==> config.mk <==
export PLATFORM = sky130hd
export DESIGN_NAME = traffic_light_ctrl_param
export DESIGN_NICKNAME = d
export VERILOG_FILES = /design/src/rtl/traffic_light_ctrl_param.sv
export SDC_FILE = /design/constraint.sdc
export NUM_CORES = 1
export LEC_CHECK = 0
export ABC_AREA = 1
export BUFFER_PORTS_ARGS = -buffer_cell sky130_fd_sc_hd__buf_2
export CORE_MARGIN = 4
export CORE_UTILIZATION = 51
export DETAILED_ROUTE_END_ITERATION = 10
export MAX_ROUTING_LAYER = met4
export PLACE_DENSITY = 0.78
export SKIP_LAST_GASP = 1
export SYNTH_ARGS = -nofsm -noshare
export SYNTH_HDL_FRONTEND = slang
export SYNTH_SLANG_ARGS = --single-unit
export TNS_END_PERCENT = 100
==> constraint.sdc <==
create_clock -name clk -period 1.95 [get_ports clk]
set_input_delay 0.39 -clock clk [delete_from_list [all_inputs] [get_ports clk]]
set_output_delay 0.39 -clock clk [all_outputs]
set_load 0.005 [all_outputs]
==> src/rtl/traffic_light_ctrl_param.sv <==
// Two-road traffic light controller: latched local request, local-road gap-out, optional
// night flash mode (compiled in when TLC_FLASH_MODE_EN is defined).
module traffic_light_ctrl_param #(
    parameter int unsigned CNT_W        = 8,
    parameter int unsigned HW_GREEN_MIN = 80,
    parameter int unsigned YELLOW       = 20,
    parameter int unsigned ALL_RED      = 1,
    parameter int unsigned LR_GREEN_MIN = 20,
    parameter int unsigned LR_GREEN_MAX = 80,
    parameter int unsigned FLASH_HALF   = 10
) (
    input  logic       clk,
    input  logic       rst,
    input  logic       lr_has_car,
    input  logic       flash_mode,
    output logic [2:0] hw_light,
    output logic [2:0] lr_light,
    output logic [2:0] state_o
);

    typedef enum logic [2:0] {
        HW_G  = 3'd0,
        HW_Y  = 3'd1,
        HW_AR = 3'd2,
        LR_G  = 3'd3,
        LR_Y  = 3'd4,
        LR_AR = 3'd5,
        FLASH = 3'd6
    } state_e;

    localparam logic [2:0] LAMP_G   = 3'b100;
    localparam logic [2:0] LAMP_Y   = 3'b010;
    localparam logic [2:0] LAMP_R   = 3'b001;
    localparam logic [2:0] LAMP_OFF = 3'b000;

    localparam logic [CNT_W-1:0] CNT_ONE  = CNT_W'(1);
    localparam logic [CNT_W-1:0] HW_MIN_C = CNT_W'(HW_GREEN_MIN);
    localparam logic [CNT_W-1:0] YEL_C    = CNT_W'(YELLOW);
    localparam logic [CNT_W-1:0] AR_C     = CNT_W'(ALL_RED);
    localparam logic [CNT_W-1:0] LR_MIN_C = CNT_W'(LR_GREEN_MIN);
    localparam logic [CNT_W-1:0] LR_MAX_C = CNT_W'(LR_GREEN_MAX);

    state_e           state_q, state_d;
    logic [CNT_W-1:0] cnt_q, cnt_d;
    logic             req_lat_q, req_lat_d;
    logic [2:0]       hw_d, lr_d;
    logic             flash_req;

`ifdef TLC_FLASH_MODE_EN
    localparam logic [CNT_W-1:0] HALF_C = CNT_W'(FLASH_HALF);
    logic             blink_q, blink_d;
    logic [CNT_W-1:0] bcnt_q, bcnt_d;
    assign flash_req = flash_mode;
`else
    logic unused_flash_mode;
    assign unused_flash_mode = flash_mode;
    assign flash_req         = 1'b0;
`endif

    assign state_o = state_q;

    // State, counters and registered lamps; lamps are loaded from the next-state decode
    always_ff @(posedge clk) begin
        if (rst) begin
            state_q   <= HW_G;
            cnt_q     <= CNT_ONE;
            req_lat_q <= 1'b0;
            hw_light  <= LAMP_G;
            lr_light  <= LAMP_R;
`ifdef TLC_FLASH_MODE_EN
            blink_q   <= 1'b0;
            bcnt_q    <= CNT_ONE;
`endif
        end else begin
            state_q   <= state_d;
            cnt_q     <= cnt_d;
            req_lat_q <= req_lat_d;
            hw_light  <= hw_d;
            lr_light  <= lr_d;
`ifdef TLC_FLASH_MODE_EN
            blink_q   <= blink_d;
            bcnt_q    <= bcnt_d;
`endif
        end
    end

    // Next state, phase counter, request latch and blink
    always_comb begin
        state_d = state_q;
        cnt_d   = cnt_q;
`ifdef TLC_FLASH_MODE_EN
        blink_d = 1'b0;
        bcnt_d  = CNT_ONE;
`endif
        case (state_q)
            HW_G:  if (cnt_q >= HW_MIN_C && (req_lat_q || lr_has_car || flash_req)) state_d = HW_Y;
            HW_Y:  if (cnt_q >= YEL_C) state_d = HW_AR;
            HW_AR: if (cnt_q >= AR_C) begin
                       if (flash_req)      state_d = FLASH;
                       else if (req_lat_q) state_d = LR_G;
                       else                state_d = HW_G;
                   end
            LR_G:  if (cnt_q >= LR_MAX_C || (cnt_q >= LR_MIN_C && !lr_has_car)) state_d = LR_Y;
            LR_Y:  if (cnt_q >= YEL_C) state_d = LR_AR;
            LR_AR: if (cnt_q >= AR_C) state_d = HW_G;
`ifdef TLC_FLASH_MODE_EN
            FLASH: if (!flash_mode) state_d = LR_AR;
`endif
            default: state_d = HW_G;
        endcase

        // Saturate in the open-ended states so a long dwell never wraps
        if (state_d != state_q)                      cnt_d = CNT_ONE;
        else if (state_q == HW_G && cnt_q >= HW_MIN_C) cnt_d = cnt_q;
        else if (state_q == FLASH && cnt_q == '1)    cnt_d = cnt_q;
        else                                         cnt_d = cnt_q + CNT_ONE;

        if (state_d == LR_G && state_q != LR_G)      req_lat_d = 1'b0;
        else if (lr_has_car && state_d != LR_G)      req_lat_d = 1'b1;
        else                                         req_lat_d = req_lat_q;

`ifdef TLC_FLASH_MODE_EN
        if (state_q == FLASH && state_d == FLASH) begin
            if (bcnt_q >= HALF_C) begin
                blink_d = ~blink_q;
            end else begin
                blink_d = blink_q;
                bcnt_d  = bcnt_q + CNT_ONE;
            end
        end
`endif
    end

    // Moore lamp decode of the upcoming state
    always_comb begin
        hw_d = LAMP_R;
        lr_d = LAMP_R;
        case (state_d)
            HW_G: hw_d = LAMP_G;
            HW_Y: hw_d = LAMP_Y;
            LR_G: lr_d = LAMP_G;
            LR_Y: lr_d = LAMP_Y;
`ifdef TLC_FLASH_MODE_EN
            FLASH: begin
                hw_d = blink_d ? LAMP_OFF : LAMP_Y;
                lr_d = blink_d ? LAMP_OFF : LAMP_R;
            end
`endif
            default: ;
        endcase
    end

endmodule

==> qor.yml <==
sta:
  setup_viol: 0
  fmax_mhz: 565
  min_period_over_period: 0.907
  worst_slack_ns: 0.181
  holdWs_ns: 0.307
  slew_headroom: 0.824
  hold_viol: 0
  final.min_clock_period_ns: 1.77
  worst_pin_slew_ns: 0.264
  slew_violations: 0
  finClkSkew_ns: 0.00904
global_route:
  grt_pass1_wl_um: 3880
  overflow: 0
  first_global_vias: 935
  antenna_found_initial: 0
  grt_start_max_net_pins: 11
  track_usage: 0.182
yosys:
  syn_inst: 160
  ys_seq_area_frac: 0.318
  ys_ff_latch: 18
  yosysWarnings: 0
  syn_area_sq_um: 1130
  synth.distinct_cells: 24
  syn_avg_cell_area_sq_um: 7.09
  mappedNetlistNets: 168
clocking:
  cts_tree: "done"
  numCtsBuffers: 3
  cts.sinks: 18
  hold_buffers: 0
  cts_max_path_buffers: 2
  cts.clk_slew.worst_paths_ns: 0.11
  h-tree-depth: 1
  cts-root-buf: "clkbuf_4"
  clk_latency_ns: 0.30
power:
  peakVddDrop_mv: 0.544
  leakagePower_nw: 0.568
  power_w: 0.000703
  power.density_nw_per_um2: 557
floorplanning:
  fp.dieW_um: 55.2
  start_util: 0.556
  core_area_sq_um: 2040
  num_rows: 16
  io_pins: 13
  fp.dieH_um: 55.2
  die-area_sq_um: 3040
worst_setup_path:
  end_kind: "register"
  rr_worst_depth: 16
  arrival_ns: 1.96
  worstSetupStartpointType: "register"
  cp_max_fo: 8
  worstPathRequired_ns: 2.14
  worst-setup-path-type: "register to register"
placed_design:
  dpl_worst_slack_ns: 0.113
  hpwl_um: 1790
  place_congestion: 0.884
  io_buffers: 11
finish:
  drive_gt1_frac: 0.343
  syn2layout_area_growth_pct: 11.2
  antenna_cells: 0
  final_nets: 184
detailed_routing:
  viasPerCell: 5.11
  wl_per_cell_um: 11.2
  drc: 0
  wirelength_um: 2250
  dr.pass1.iters: 4
  via_count: 1032
  drt_iter0_drc: 32
  ant_nets: 0
hold_path:
  min_path_cells: 2
  worstHoldPathType: "primary input to register"
run_status:
  status: "complete, no violations"
flow_run:
  drv_cap: 0
[worst max-delay path, stage by stage (launching register included)]
cell and delay [ns]:
dfxtp_2 0.36, inv_2 0.06, ha_1 0.17, inv_1 0.05, nand2_1 0.07, nor2_4 0.16, nand2_2 0.07, nand2_2 0.06
nand2_1 0.05, nand2_2 0.07, nand2_2 0.07, inv_2 0.08, nand2_2 0.07, nand2_2 0.07, nand2_4 0.10, nor2_2 0.10
nand2_1 0.06
[synthesized netlist by cell type, drive strengths merged]
cell | count | area share
nor2 | 21 | 0.089
dfxtp | 18 | 0.32
inv | 28 | 0.093
o21ai | 5 | 0.025
nor3 | 10 | 0.084
nand2 | 44 | 0.18
a21oi | 6 | 0.026
ha | 4 | 0.044
xor2 | 5 | 0.039
clkinv | 1 | 0.0033
nand3 | 14 | 0.077
o211ai | 1 | 0.0066
nand4 | 2 | 0.011
a31oi | 1 | 0.0055
[state kept, by name, indices dropped and copies added (netlist names)]
name and cells:
cnt_q 8, hw_light 3, lr_light 3, state_o 3
req_lat_q 1
[timing repair]
item                       4_1_cts  5_1_grt
setup buffers                    0        0
setup endpoints to repair        0        9
gates resized for setup          0        3
[cell type report]
| cell class | instances | area, sq um |
|---|---|---|
| clock buffers | 4 | 36.3 |
| inverters | 29 | 109 |
| flip-flops and latches | 18 | 363 |
| repair buffers | 11 | 55.1 |
| multi-input cells | 113 | 666 |
| well taps | 27 | 33.8 |
| fillers | 198 | 779 |
[layer usage]
metal / track usage / vias to the layer above / share of wire
li1: - / 530 / -
met1: 0.233 / 462 / 0.43
met2: 0.283 / 34 / 0.47
met3: 0.0697 / 6 / 0.082
met4: 0.0162 / 0 / 0.015
met5: - / - / 0
[power breakdown]
group	switching (W)	total, W	internal [W]
logic	0.0000511	0.0000818	0.0000307
registers	0.0000109	0.000388	0.000378
clock network	0.000119	0.000233	0.000114
total	0.000181	0.000703	0.000522
[path summary, 6_finish.rpt]
kind	slack (ns)	start	end
min reg2reg	0.52	req_lat_q	req_lat_q
max reg2reg	0.18	cnt_q[1]	cnt_q[0]
max	0.18	cnt_q[1]	cnt_q[0]
min	0.31	rst	state_o[1]
[through the flow]
step | area (sq um) | utilization | std cells | TNS, ns
finish | 1260 | 0.618 | 202 | 0
global route | 1260 | 0.618 | 202 | -0.0330
CTS | 1260 | 0.617 | 202 | 0
detailed placement | 1220 | 0.599 | 198 | 0
global placement | 1220 | 0.599 | 198 | 0
floorplan | 1130 | - | 160 | 0
[cells in the final DEF, fill, tap and decap left out]
cell type | synthesis | layout
nand3_1 | 12 | 12
nand2_2 | 12 | 12
nand3_2 | 1 | 1
nor2_4 | 2 | 2
ha_1 | 4 | 4
nor3_1 | 1 | 1
nor3_2 | 9 | 9
o21ai_1 | 3 | 3
nand4_1 | 2 | 2
clkinv_1 | 1 | 1
xor2_1 | 5 | 5
inv_2 | 12 | 13
nand2_4 | 1 | 1
o211ai_1 | 1 | 1
dfxtp_2 | 0 | 2
clkbuf_4 | 0 | 3
dfxtp_1 | 18 | 16
a31oi_1 | 1 | 1
nand2_1 | 31 | 31
inv_1 | 16 | 15
nor2_1 | 16 | 16
a21oi_1 | 6 | 6
o21ai_2 | 1 | 1
o21ai_0 | 1 | 1
buf_2 | 0 | 11
nor2_2 | 3 | 3
clkbuf_8 | 0 | 1
nand3_4 | 1 | 1
[logic make-up (layout without fill, tap and decap cells)]
| family | after synthesis | count (layout) | synth area share |
|---|---|---|---|
| XOR/XNOR | 5 | 5 | 0.0386 |
| AND/OR/NAND/NOR | 91 | 91 | 0.440 |
| buffers and inverters | 29 | 44 | 0.0959 |
| AO/OA/AOI/OAI | 13 | 13 | 0.0639 |
| adder cells (fa/ha/maj) | 4 | 4 | 0.0441 |
| flip-flops | 18 | 18 | 0.318 |
(Power assumes the default switching activity.)
